[src/rtl/cpu_defs_pkg.sv]
// Shared CPU definitions: boot-loader FSM states and instruction field positions.
// Imported by the loader and by any block that decodes instruction words.
package cpu_defs_pkg;

    typedef enum logic [2:0] {
        ST_IDLE,
        ST_LEN,
        ST_HI,
        ST_LO,
        ST_WR,
        ST_CSUM,
        ST_DONE,
        ST_ERR
    } loader_state_t;

    // Instruction word layout: [15:12] op, [11:8] mem_op, [7:4] left, [3:0] right
    localparam int OP_MSB     = 15;
    localparam int OP_LSB     = 12;
    localparam int MEM_OP_MSB = 11;
    localparam int MEM_OP_LSB = 8;
    localparam int LEFT_MSB   = 7;
    localparam int LEFT_LSB   = 4;
    localparam int RIGHT_MSB  = 3;
    localparam int RIGHT_LSB  = 0;

    // States in which the loader consumes a stream byte
    function automatic logic accepts_byte(input loader_state_t s);
        return (s == ST_LEN) || (s == ST_HI) || (s == ST_LO) || (s == ST_CSUM);
    endfunction

endpackage

[src/rtl/program_loader.sv]
// Byte-stream boot loader: parses N, {hi,lo} x N, CSUM, writes each word into
// CPU memory and releases the CPU reset only after a load with a good checksum.
module program_loader
    import cpu_defs_pkg::*;
#(
    parameter int DATA_SIZE = 16,
    parameter int ADDR_SIZE = 5,
    parameter int BYTE_W    = 8
) (
    input  logic                 clk,
    input  logic                 rst,
    input  logic                 start,
    input  logic [BYTE_W-1:0]    rx_data,
    input  logic                 rx_valid,
    output logic                 rx_ready,
    output logic                 W,
    output logic                 OVERWRITE,
    output logic [ADDR_SIZE-1:0] ADDR,
    output logic [DATA_SIZE-1:0] DATA_WR,
    output logic                 cpu_rstn,
    output logic                 busy,
    output logic                 done,
    output logic                 err
);

    // One extra bit so a full-memory load (N == 2**ADDR_SIZE) is representable
    localparam int                CNT_W = ADDR_SIZE + 1;
    localparam logic [BYTE_W-1:0] MAX_N = BYTE_W'(2 ** ADDR_SIZE);

    loader_state_t     state, state_nx;
    logic              xfer;
    logic              len_bad;
    logic              csum_ok;
    logic [CNT_W-1:0]  cnt;
    logic [BYTE_W-1:0] hi_byte;
    logic [BYTE_W-1:0] csum;

    assign xfer    = rx_valid && rx_ready;
    assign len_bad = (rx_data == '0) || (rx_data > MAX_N);
    assign csum_ok = (rx_data == csum);

    always_ff @(posedge clk) begin
        if (rst) begin
            state <= ST_IDLE;
        end else begin
            state <= state_nx;
        end
    end

    always_comb begin
        state_nx = state;
        case (state)
            ST_IDLE:  if (start) state_nx = ST_LEN;
            ST_LEN:   if (xfer)  state_nx = len_bad ? ST_ERR : ST_HI;
            ST_HI:    if (xfer)  state_nx = ST_LO;
            ST_LO:    if (xfer)  state_nx = ST_WR;
            ST_WR:    state_nx = (cnt == CNT_W'(1)) ? ST_CSUM : ST_HI;
            ST_CSUM:  if (xfer)  state_nx = csum_ok ? ST_DONE : ST_ERR;
            ST_DONE,
            ST_ERR:   if (start) state_nx = ST_LEN;
            default:  state_nx = ST_IDLE;
        endcase
    end

    // Registered outputs and control: strobes are derived from the next state so
    // they line up with the cycle the FSM spends in that state.
    always_ff @(posedge clk) begin
        if (rst) begin
            rx_ready  <= 1'b0;
            W         <= 1'b0;
            OVERWRITE <= 1'b0;
            ADDR      <= '0;
            DATA_WR   <= '0;
            cpu_rstn  <= 1'b0;
            busy      <= 1'b0;
            done      <= 1'b0;
            err       <= 1'b0;
            cnt       <= '0;
        end else begin
            rx_ready  <= accepts_byte(state_nx);
            W         <= (state_nx == ST_WR);
            OVERWRITE <= (state_nx == ST_WR);
            case (state)
                ST_IDLE, ST_DONE, ST_ERR: begin
                    if (start) begin
                        cpu_rstn <= 1'b0;
                        done     <= 1'b0;
                        err      <= 1'b0;
                        busy     <= 1'b1;
                    end
                end
                ST_LEN: begin
                    if (xfer) begin
                        if (len_bad) begin
                            err  <= 1'b1;
                            busy <= 1'b0;
                        end else begin
                            cnt  <= rx_data[CNT_W-1:0];
                            ADDR <= '0;
                        end
                    end
                end
                ST_LO: begin
                    if (xfer) DATA_WR <= {hi_byte, rx_data};
                end
                ST_WR: begin
                    ADDR <= ADDR + ADDR_SIZE'(1);
                    cnt  <= cnt - CNT_W'(1);
                end
                ST_CSUM: begin
                    if (xfer) begin
                        busy <= 1'b0;
                        if (csum_ok) begin
                            done     <= 1'b1;
                            cpu_rstn <= 1'b1;
                        end else begin
                            err <= 1'b1;
                        end
                    end
                end
                default: ;
            endcase
        end
    end

    // Byte datapath: running checksum and held high byte
    always_ff @(posedge clk) begin
        if (xfer) begin
            case (state)
                ST_LEN:  csum <= rx_data;
                ST_HI: begin
                    hi_byte <= rx_data;
                    csum    <= csum ^ rx_data;
                end
                ST_LO:   csum <= csum ^ rx_data;
                default: ;
            endcase
        end
    end

endmodule

[config.mk]
export PLATFORM = sky130hd
export DESIGN_NAME = program_loader
export DESIGN_NICKNAME = d
export VERILOG_FILES = /design/src/rtl/cpu_defs_pkg.sv /design/src/rtl/program_loader.sv
export SDC_FILE = /design/constraint.sdc
export NUM_CORES = 1
export LEC_CHECK = 0
export CORE_ASPECT_RATIO = 1.5
export CORE_MARGIN = 2
export CORE_UTILIZATION = 49
export CTS_BUF_LIST = sky130_fd_sc_hd__clkbuf_8
export DETAILED_ROUTE_END_ITERATION = 8
export PLACE_DENSITY = 0.73
export RECOVER_POWER = 25
export SYNTH_ARGS = -nofsm -noshare
export SYNTH_HDL_FRONTEND = slang
export SYNTH_SLANG_ARGS = --single-unit
[constraint.sdc]
create_clock -name clk -period 3.1 [get_ports clk]
set_clock_uncertainty 0.2 [all_clocks]
set_input_delay 0.93 -clock clk [delete_from_list [all_inputs] [get_ports clk]]
set_output_delay 0.93 -clock clk [all_outputs]
set_load 0.05 [all_outputs]
Word level (Yosys, flattened, before mapping)
Index checks and enable logic that the tools add are counted.

storage, ports and cells
  register bits = 51
  bits of input ports = 12
  output and inout port bits = 28
  logic and storage cells = 86

operators by class
  add/sub/neg operators = 2
  magnitude comparators = 1
  equality and inequality tests = 21
  multiplexer cells = 30
  bitwise logic cells = 1
  reductions and logical operators = 20

operators by type and width
  cell                                                           number
  two-way mux 3 bit                                              7
  == test 3 bit, second input constant                           6
  one-hot mux 3 bit (6 select lines)                             1
  one-hot mux 8 bit (2 select lines)                             1
  == test 3 x 2 -> 1 bit, second input constant                  4
  two-way mux 1 bit                                              12
  two-way mux 6 bit                                              2
  != test 2 bit, second input constant                           6
  one-hot mux 6 bit (2 select lines)                             1
  two-way mux 5 bit                                              2
  one-hot mux 5 bit (2 select lines)                             1
  == test 8 bit                                                  1
  greater-than comparator 8 x 6 -> 1 bit, second input constant  1
  zero test 8 bit                                                1
  XOR 8 bit                                                      1
  == test 3 x 1 -> 1 bit, second input constant                  2
  == test 6 x 1 -> 1 bit, second input constant                  1
  one-hot mux 1 bit (3 select lines)                             2
  AND reduction 2 bit                                            3
  AND reduction 6 bit                                            1
  nonzero test 2 bit                                             3
  subtractor 6 x 1 -> 6 bit, second input constant               1
  adder 5 x 1 -> 5 bit, second input constant                    1
  AND reduction 5 bit                                            1
  other kinds (10)                                               13

Longest topological paths before layout
  word-level depth = 9
  depth in mapped cells = 7
  gate-level depth less buffers = 6

Worst setup path before layout
OpenSTA, ideal clock, no wires.

  path kind = in2reg
  start = in rx_data[0]
  end = reg rx_ready
  setup time = 116 ps
  data arrival time = 2811 ps
  path slack = -27 ps
  cell stages on the path = 6
  cells stage by stage = or4_4 o311a_4 and2_1 buf_6 or4_4 o211a_1

between the ends
  longest elaborated chain between the ends = 9
  elaborated cells on any way between the ends = 16
  classes of those cells = 1 x order compare; 5 x eq/ne; 5 x mux; 5 x reduce/logical

RTL lines
  element                                                                    line                  text
  start: declaration                                                         program_loader.sv:13  input logic [BYTE_W-1:0] rx_data,
  greater-than comparator 8 x 6 -> 1 bit or zero test 8 bit (tied branches)  program_loader.sv:39  assign len_bad = (rx_data == '0) || (rx_data > MAX_N);
  logical OR 1 bit                                                           program_loader.sv:39
  two-way mux 3 bit (2 in a row)                                             program_loader.sv:54  ST_LEN: if (xfer) state_nx = len_bad ? ST_ERR : ST_HI;
  one-hot mux 3 bit (6 select lines) (*)                                     program_loader.sv:52  case (state)
  == test 3 x 1 -> 1 bit or == test 3 x 2 -> 1 bit (tied branches)           cpu_defs_pkg.sv:28    return (s == ST_LEN) || (s == ST_HI) || (s == ST_LO) || (s == ST_CSUM);
  logical OR 1 bit (2 in a row)                                              cpu_defs_pkg.sv:28
  logical OR 1 bit (*)                                                       cpu_defs_pkg.sv:28
  end signal: assignment                                                     program_loader.sv:80  rx_ready <= accepts_byte(state_nx);
  end: declaration                                                           program_loader.sv:15  output logic rx_ready,

Mark *: on every way between the ends. The rest lies on a longest branch, timed or not.
A chain may end at the register's enable or synchronous reset.

Worst setup path after layout
  start = in rx_data[1]
  end = reg rx_ready

Same word-level chain as after synthesis.

==> metrics list <==
- In this run, the number of DRC markers left after iteration 0 of detailed routing was 103.
* Largest family of logic cells by synthesized area: simple AND/OR/NAND/NOR gates
- The internal power of the cells totals 1040 µW.
- Summed over all layers, the global routing overflow is 0.
- Remaining number of nets flagged by the antenna check after routing: 0
- Origin of the critical flop-to-flop path: state[1]
- Post-synthesis share of cell area spent on xor and xnor gates: 5.85%
- The pre-antenna-repair detailed-routing pass consisted of 4 iterations.
- Final wirelength: roughly 5200 µm
- Layout Utilization: between 60% and 70%
- # port buffers: 39
- Insertion delay to the later sink of the worst-skew pair: just over 0.3 ns
- Share of final-layout standard cells stronger than drive strength 1: a little under a tenth
- Simple-gate area share of the yosys netlist: approximately 22%
* Predominant post-synthesis flop cell: sky130_fd_sc_hd__dfxtp_1
* Met1 Wirelength: between 2000 and 2500 µm
- For this run, the total global-route usage over all layers was measured as around a fifth.
- Most common cell type on the critical path: sky130_fd_sc_hd__or4_4
- In the final design database the tool counted around 330 nets.
* Number of top-level pins: 40
- Met3 routed WL: 171 µm
* Die area: roughly 5500 µm²
* Overall power of the completed layout: about 1400 µW
- Launch point of the worst path: rx_data[1]
* Part of the total power dissipated in sequential elements: between 50% and 60%
* Starting utilization of the core area: between 50% and 60%
* Number of global-route vias before repair: ~1.9k
* Worst hold path type: reg -> reg
* Commonest cells after routing, fill and taps aside: sky130_fd_sc_hd__nand2_1, sky130_fd_sc_hd__dfxtp_1, sky130_fd_sc_hd__clkdlybuf4s50_1
- The worst setup path is of the in -> reg kind.
* Synth Area in Adders: 1.57%
* Series of cell instances along the critical path: clkdlybuf4s50_1 > or4_4 > o311a_4 > and2_4 > or4_4 > o211a_1
- Core region area: 4770 µm²
- For the pin with the worst max-slew slack, the measured transition is 0.672 ns.
- Height of the die: 89.6 µm
- Lkg Pwr: a little over 0.001 µW
- 0 antenna diodes ended up in the layout.
* Worst setup EP type: flip-flop
- Register clock-pin slew on the reported worst setup and hold paths: 0.09 ns
- Power spread over the standard cell area amounts to around 460 nW/µm².
- In the final routed layout, each cell accounts on average for ~14 µm.
- Summing the areas of all compound-gate instances in the mapped netlist gives 16.6% of the synthesized area.
* Filler cell count in the final layout: approximately 440
- Counting every sink on the clock net gives 51.
- Entering global routing, the biggest net connects 24 pins.
* Switching share of total power: roughly a quarter
- TritonCTS clock tree: done
- For this run, design rule violations remaining after detail routing come to 0.
* Slew Limit Fails: 0
- After synthesis, the share of flip-flops with an asynchronous set or reset is 0%.
- Number of distinct standard cells referenced by the synthesized netlist: 43
- Part of the power in the clock network: 34.5%
* RSZ-0062 raised after global routing: no
- Summed over all nets, the switching power comes to between 300 and 400 µW.
* Peak ir drop on the vdd network: approximately 320 µV
- The tree is rooted in a sky130_fd_sc_hd__clkbuf_8.
- Adding up every negative setup slack in the final design gives 0 ns.
- Initial antenna violation count: 0
* Instance count of the mapped netlist: approximately 270
* Number of vias per cell: 5.35
- Type of element launching the critical path: input pin
* Die Span X: 61.1 µm
- Period utilisation layout: 98.3%
- Wire segments on met2 add up to between 2000 and 3000 µm in the final route.
- Setup violations remaining at the end of the flow were counted as 0.
- Largest fanout on the critical path: 4
- No sink is reached through more buffers than the 2 on the longest clock path.
- Headroom to the max-slew limit came out at a little under three fifths.
- Final hold viol count: 0
* Outcome: completed
- The first global-routing pass estimated between 8000 and 9000 µm of wire.
- Sequential elements use 49.3% of the synthesized area.
- The worst hold path begins at DATA_WR[13].
- Across all register-to-register paths, the minimum setup slack is ~0.67 ns.
- STA puts the critical path data required time at between 3 and 4 ns.
- Once the clock tree was built, the setup fixing pass inserted 0 buffers.
- Counting flops and latches in the post-synthesis netlist gives just over 50.
- Maximum clock frequency: about 330 MHz
* Critical-path top delay cell: sky130_fd_sc_hd__or4_4
- The Yosys step of the flow raised 0 warnings.
- FP Rows: 31
- Detailed placement finished with a half-perimeter wire length of roughly 4000 µm.
- Summing every instance area after synthesis gives 2400 µm².
- Power share of the combinational group: roughly an eighth
- Max stage delay on crit path: a little under 0.5 ns
- Weighted congestion at the end of routability-driven global placement: ~0.9
- Worst-case hold slack: around 0.26 ns
- For the worst setup path, the data arrival time is 3.05 ns.
- Total nets after synthesis: ~280
- In this run, synthesis inferred 16 flip-flops with an integrated enable.
- Crit path time final: about 3.0 ns
- Mean post-synth cell area: between 8 and 9 µm²
- Max layer used: met4
- Maximum Capacitance Violations: 0
- The final route contains ~2.1k vias.
* Multiplexer share of the synthesized area: less than 1%
- TritonCTS created 5 clock buffers.
- The library cell used most frequently in the layout, excluding fill and tap cells, is sky130_fd_sc_hd__nand2_1.
- Deepest level of the CTS H-tree: 2
* Area added between synthesis and finish: 26.7%
[critical path: cells and delay by family]
kind | cells | cell delay, ns
and+or+nand+nor | 3 | 1.10
AOI/OAI and AO/OA | 2 | 0.60
buffers and inverters | 1 | 0.43
[repair_timing]
| action | CTS | global route |
|---|---|---|
| gates resized for setup | 1 | 2 |
| pin swaps | 0 | 2 |
| setup endpoints to repair | 1 | 3 |
| hold endpoints to repair | 0 | 0 |
| hold buffers | 0 | 0 |
[stage by stage]
stage,area [µm²],instances,setup WS (ns)
floorplan,2400,267,0.0647
global placement,2950,376,-0.328
detailed placement,2950,376,-0.351
CTS,3060,384,0.0422
global route,3040,384,0.0201
finish,3040,384,0.0541
[synthesized netlist by cell type (2+ instances only)]
cell,instances,share of area [%]
sky130_fd_sc_hd__nand2_1,55,8.6
sky130_fd_sc_hd__dfxtp_1,35,29
sky130_fd_sc_hd__a21oi_1,29,6.1
sky130_fd_sc_hd__nor2_1,17,2.7
sky130_fd_sc_hd__edfxtp_1,16,20
sky130_fd_sc_hd__xnor2_1,16,5.8
sky130_fd_sc_hd__clkbuf_1,13,2.0
sky130_fd_sc_hd__nand3_1,11,2.3
sky130_fd_sc_hd__o21ai_0,9,1.9
sky130_fd_sc_hd__nor3_1,7,1.5
sky130_fd_sc_hd__a211oi_1,5,1.6
sky130_fd_sc_hd__inv_1,5,0.78
sky130_fd_sc_hd__a311oi_1,3,1.1
sky130_fd_sc_hd__and2_1,3,0.78
sky130_fd_sc_hd__ha_1,3,1.6
sky130_fd_sc_hd__a31oi_1,2,0.52
sky130_fd_sc_hd__and3_1,2,0.52
sky130_fd_sc_hd__buf_4,2,0.63
sky130_fd_sc_hd__nand4_1,2,0.52
sky130_fd_sc_hd__nor2b_1,2,0.52
sky130_fd_sc_hd__nor3b_1,2,0.63
sky130_fd_sc_hd__o211ai_1,2,0.63
sky130_fd_sc_hd__o21a_1,2,0.63
sky130_fd_sc_hd__o221a_2,2,0.94
sky130_fd_sc_hd__o31ai_1,2,0.63
sky130_fd_sc_hd__or3b_2,2,0.73
sky130_fd_sc_hd__or4_4,2,0.94
[power groups by stage]
stage	combinational, µW	sequential, µW	clock [µW]
after floorplan	105	749	0
after global placement	185	741	0
after detailed placement	185	741	0
after CTS	186	725	486
after global routing	199	729	516
final	180	725	477
[path summary, 6_finish.rpt]
kind                       to  cells after the start
setup reg to reg   DATA_WR[5]                      6
hold reg to reg   DATA_WR[13]                      2
hold / removal    DATA_WR[13]                      2
setup / recovery     rx_ready                      6
[logic make-up (layout without fill, tap and decap cells)]
kind of cell    Yosys count  count (layout)
buf+inv                  22              73
compound gates           62              62
simple gates            112             112
mux                       1               1
flops                    51              51
fa+ha+maj                 3               3
xor+xnor                 16              16
[layer usage]
layer | global-route usage [%] | vias up
li1 | - | 1035
met5 | 0 | -
met2 | 36.8 | 48
met1 | 24.5 | 960
met3 | 3.58 | 11
met4 | 10.7 | 0
[flip-flops by register name, summed over array words and instances, names as in the netlist]
| register | count |
|---|---|
| DATA_WR | 16 |
| csum | 8 |
| hi_byte | 8 |
| cnt | 6 |
| ADDR | 5 |
| state | 3 |
| OVERWRITE | 1 |
| busy | 1 |
| done | 1 |
| err | 1 |
| rx_ready | 1 |
[layout make-up]
| type | instances | area (µm²) | area share (%) |
|---|---|---|---|
| repair buffers | 60 | 515 | 17.0 |
| well taps | 66 | 82.6 | 2.72 |
| inverters | 5 | 18.8 | 0.618 |
| flip-flops and latches | 51 | 1180 | 38.9 |
| clock inverters | 2 | 35.0 | 1.15 |
| clock buffers | 6 | 82.6 | 2.72 |
| multi-input cells | 194 | 1120 | 36.9 |
No activity file was read; power rests on OpenSTA's default activity.
==> RTL edit 1: new RTL, same settings <==
Re-encode `loader_state_t` (8 states) as one-hot, 8 bits wide.
--- a/src/rtl/cpu_defs_pkg.sv
+++ b/src/rtl/cpu_defs_pkg.sv
@@ -2,15 +2,15 @@
 // Imported by the loader and by any block that decodes instruction words.
 package cpu_defs_pkg;
 
-    typedef enum logic [2:0] {
-        ST_IDLE,
-        ST_LEN,
-        ST_HI,
-        ST_LO,
-        ST_WR,
-        ST_CSUM,
-        ST_DONE,
-        ST_ERR
+    typedef enum logic [7:0] {
+        ST_IDLE = 8'b00000001,
+        ST_LEN  = 8'b00000010,
+        ST_HI   = 8'b00000100,
+        ST_LO   = 8'b00001000,
+        ST_WR   = 8'b00010000,
+        ST_CSUM = 8'b00100000,
+        ST_DONE = 8'b01000000,
+        ST_ERR  = 8'b10000000
     } loader_state_t;
 
     // Instruction word layout: [15:12] op, [11:8] mem_op, [7:4] left, [3:0] right
Behaviour: same outputs for any inputs over 10 cycles, from zero or initial values and one cycle with rst high; not proved beyond that.
==> RTL edit 1 against the original RTL <==
  * Register-to-register slack got worse by 0.08 ns
  * Die area increased by 11%
  * Design area is 9.1% higher
  * Setup slack better by 0.079 ns
  * Clock power is 14% lower
  * Sequential cell count grew 5
  * Maximum frequency grew 2.7%
  * Power fell by 4.4%
  * Highest routed layer unchanged
  * Synthesized area increased by 12%
  * Wire length rose by 13%
  * Core utilization is 1.9 points lower
  * Global-route usage is essentially flat
==> RTL edit 1: results (changes against the original RTL) <==
M2 GR Usage = 38.6% (was 36.8%)
CP top delay family = buffers and inverters (was simple AND/OR/NAND/NOR gates)
Mean Syn Cell Area = 9.22 µm² (was 8.97 µm²)
WL/cell = 14.3 µm (was 13.6 µm)
WHS = 0.253 ns (was 0.255 ns)
GRT Util Overall = 21.2% (about the same)
Post-Syn Nets = 306 (was 282)
Reg2Reg Setup Slack = 0.59 ns (was 0.67 ns)
vias in the first global route = 2,153 (was 1,887)
M3 GR Usage = 3.10% (was 3.58%)
comb pwr = 0.143 mW (was 0.180 mW)
RR Startpoint = state[7] (was state[1])
cts repair resizes = 0 (was 1)
Psw = 0.342 mW (was 0.338 mW)
HP Start = DATA_WR[4] (was DATA_WR[13])
Area contributors post-synth = dfxtp_1 30%, edfxtp_1 18%, nand2_1 7.0%, a21oi_1 5.4%, xor2_1 4.2% (was dfxtp_1 29%, edfxtp_1 20%, nand2_1 8.6%, a21oi_1 6.1%, xnor2_1 5.8%)
met3 WL = 174 µm (was 171 µm)
Biggest register = DATA_WR (unchanged)
post-DR vias/cell = 5.47 (was 5.35)
fraction of layout cells with a size suffix above 1 = 10.8% (was 9.43%)
run status = completed (unchanged)
Distinct cells, synth = 52 (was 43)
DP Wirelength = 4390 µm (was 3960 µm)
met1 Track Usage GR = 24.5% (about the same)
Leakage = 1.12 nW (was 1.02 nW)
worst flop-to-flop path endpoint = ADDR[3] (was DATA_WR[5])
Synth top cells by count = 50 x nand2_1, 40 x dfxtp_1, 29 x a21oi_1 (was 55 x nand2_1, 35 x dfxtp_1, 29 x a21oi_1)
final period utilization = 95.7% (was 98.3%)
largest net degree at the start of global routing = 25 (was 24)
CTS root buffer = clkbuf_8 (unchanged)
gp weighted congestion = 0.895 (was 0.915)
CP endpoint = cnt[0] (was rx_ready)
r2r worst-path depth = 5 (was 6)
DP Area = 0.00324 mm² (was 0.00295 mm²)
hold path endpoint = DATA_WR[4] (was DATA_WR[13])
DR top layer = met4 (unchanged)
placed cells = 403 (was 376)
# Max-Cap Violations = 0 (unchanged)
Data arrival, critical path = 3.01 ns (was 3.05 ns)
1st-iter DRT viols = 72 (was 103)
worst slack, placed = -0.279 ns (was -0.351 ns)
Met1 Wirelength = 2450 µm (was 2160 µm)
Critical Path Slowest Stage Cell = dlygate4sd3_1 (was or4_4)
Worst slew margin = 41.8% (was 55.2%)
Sw Ratio = 25.9% (was 24.5%)
crit path max fanout = 6 (was 4)
Seq group = 0.770 mW (was 0.725 mW)
first-pass GRT wire length = 10,000 µm (was 8680 µm)
Synth Flop Type = dfxtp_1 (unchanged)
Nets = 356 (was 332)
routed wl met2 = 3100 µm (was 2780 µm)
Worst VDD drop = 0.256 mV (was 0.321 mV)
Antenna Cells = 0 (unchanged)
vias = 2,253 (was 2,054)
Slowest Stage Delay on Critical Path = 0.59 ns (was 0.49 ns)
sequential fraction of the synthesis area = 47.7% (was 49.3%)
CP startpoint = rx_data[2] (was rx_data[1])
Setup Buffers After CTS = 0 (unchanged)
==> RTL edit 1: cell count changes after synthesis, moves of 4 or more <==
cell | before | now
nor4_1 | 0 | 6
inv_1 | 5 | 9
nand2_1 | 55 | 50
o21ai_0 | 9 | 1
xor2_1 | 0 | 13
xnor2_1 | 16 | 12
dfxtp_1 | 35 | 40
nand4_1 | 2 | 7
nand3_1 | 11 | 5
==> RTL edit 1: area by class of cell <==
type                            count  area [µm²]
Clock buffer                        5        68.8
Timing Repair Buffer               61         537
Tap cell                           70        87.6
Fill cell                         488        2060
Multi-Input combinational cell    208        1280
Sequential cell                    56        1280
Clock inverter                      3        21.3
Inverter                            9        33.8
==> RTL edit 1: kinds of logic after synthesis <==
| kind of cell | share of synthesized area (%) |
|---|---|
| fa+ha+maj | 1.40 |
| buf+inv | 4.20 |
| xor+xnor | 8.16 |
| mux | 0.373 |
| flops | 47.7 |
| simple gates | 24.1 |
| compound gates | 14.0 |
==> RTL edit 2: new RTL, config.mk and constraints unchanged <==
Made on the original files. The parameter `ADDR_SIZE` goes from 5 to 4.
--- a/src/rtl/program_loader.sv
+++ b/src/rtl/program_loader.sv
@@ -4,7 +4,7 @@
     import cpu_defs_pkg::*;
 #(
     parameter int DATA_SIZE = 16,
-    parameter int ADDR_SIZE = 5,
+    parameter int ADDR_SIZE = 4,
     parameter int BYTE_W    = 8
 ) (
     input  logic                 clk,
Ports: changed (resized ADDR); port bits go from 40 to 39. The function was not compared with the original's and may differ.
==> RTL edit 2 against the original RTL <==
  * Sequential cell count decreased by 2
  * Wire length shrank 3.8%
  * Design area down 4.3%
  * Final cell count decreased by 7.0%
  * Die area is 2.8% lower
  * Setup slack better by 0.26 ns
  * Critical path depth grew 1
  * Synthesized area decreased by 3.0%
  * Sequential share of layout area is 0.36 points higher
  * Critical path type unchanged
Power is not compared: it rests on default switching activity, and its combinational part moved more than twofold at a synthesized area within 25%.
==> RTL edit 2: results (changes against the original RTL) <==
WL/cell = 14.1 µm (was 13.6 µm)
hold path endpoint = DATA_WR[15] (was DATA_WR[13])
CP startpoint = rx_data[0] (was rx_data[1])
vias in the first global route = 1,842 (was 1,887)
Slowest Stage Delay on Critical Path = 0.62 ns (was 0.49 ns)
multi-input combinational area share = 36.6% (was 36.9%)
first-pass GRT wire length = 8690 µm (was 8680 µm)
filler cell count in the final layout = 391 (was 436)
1st-iter DRT viols = 58 (was 103)
Reg2Reg Setup Slack = 0.88 ns (was 0.67 ns)
post-synthesis cell count = 249 (was 267)
crit path max fanout = 6 (was 4)
post-DR vias/cell = 5.31 (was 5.35)
worst slack, placed = 0.185 ns (was -0.351 ns)
M2 GR Usage = 38.3% (was 36.8%)
M3 GR Usage = 3.95% (was 3.58%)
fraction of layout cells with a size suffix above 1 = 9.22% (was 9.43%)
HP Start = DATA_WR[15] (was DATA_WR[13])
CTS Sinks = 49 (was 51)
gp weighted congestion = 0.814 (was 0.915)
DP Area = 0.00280 mm² (was 0.00295 mm²)
met1 Track Usage GR = 25.9% (was 24.5%)
largest net degree at the start of global routing = 19 (was 24)
Worst Tran Pin Value = 0.513 ns (was 0.672 ns)
placed cells = 349 (was 376)
bufs w/o clock = 54 (was 60)
Area contributors post-synth = dfxtp_1 28%, edfxtp_1 21%, nand2_1 8.6%, xnor2_1 6.4%, a21oi_1 5.0% (was dfxtp_1 29%, edfxtp_1 20%, nand2_1 8.6%, a21oi_1 6.1%, xnor2_1 5.8%)
Synth top cells by count = 53 x nand2_1, 33 x dfxtp_1, 23 x a21oi_1 (was 55 x nand2_1, 35 x dfxtp_1, 29 x a21oi_1)
GRT Util Overall = 21.8% (was 21.2%)
met3 WL = 239 µm (was 171 µm)
register fraction of the total cell area = 39.3% (was 38.9%)
Critical Path Slowest Stage Cell = dlygate4sd3_1 (was or4_4)
die area = 0.00532 mm² (was 0.00548 mm²)
CP top delay family = buffers and inverters (was simple AND/OR/NAND/NOR gates)
Nets = 307 (was 332)
run status = completed (unchanged)
worst flop-to-flop path endpoint = OVERWRITE (was DATA_WR[5])
RTL edit 2: cell types whose count changed in the layout (fill, tap and decap cells not counted), sizes merged, moves of 4 or more:
cell,unedited run,this run
dlygate4sd3,3,9
clkdlybuf4s50,34,29
a22oi,0,4
o21ai,9,5
nand3,11,4
clkbuf,15,10
a21oi,29,24
RTL edit 2: cell families after synthesis:
| kind of cell | after synthesis | share of synthesized area, % |
|---|---|---|
| AND/OR/NAND/NOR | 100 | 20.5 |
| XOR/XNOR | 18 | 7.10 |
| adder cells (fa/ha/maj) | 3 | 1.61 |
| AO/OA/AOI/OAI | 56 | 16.5 |
| buffers and inverters | 23 | 5.17 |
| flip-flops | 49 | 49.1 |
RTL edit 2: power breakdown:
part           switching, mW  internal (mW)  leakage (nW)  total, mW
clock                  0.207          0.260        0.0626      0.467
sequential            0.0653          0.718         0.412      0.783
combinational          0.275          0.180         0.500      0.455
total                  0.548           1.16         0.975       1.70
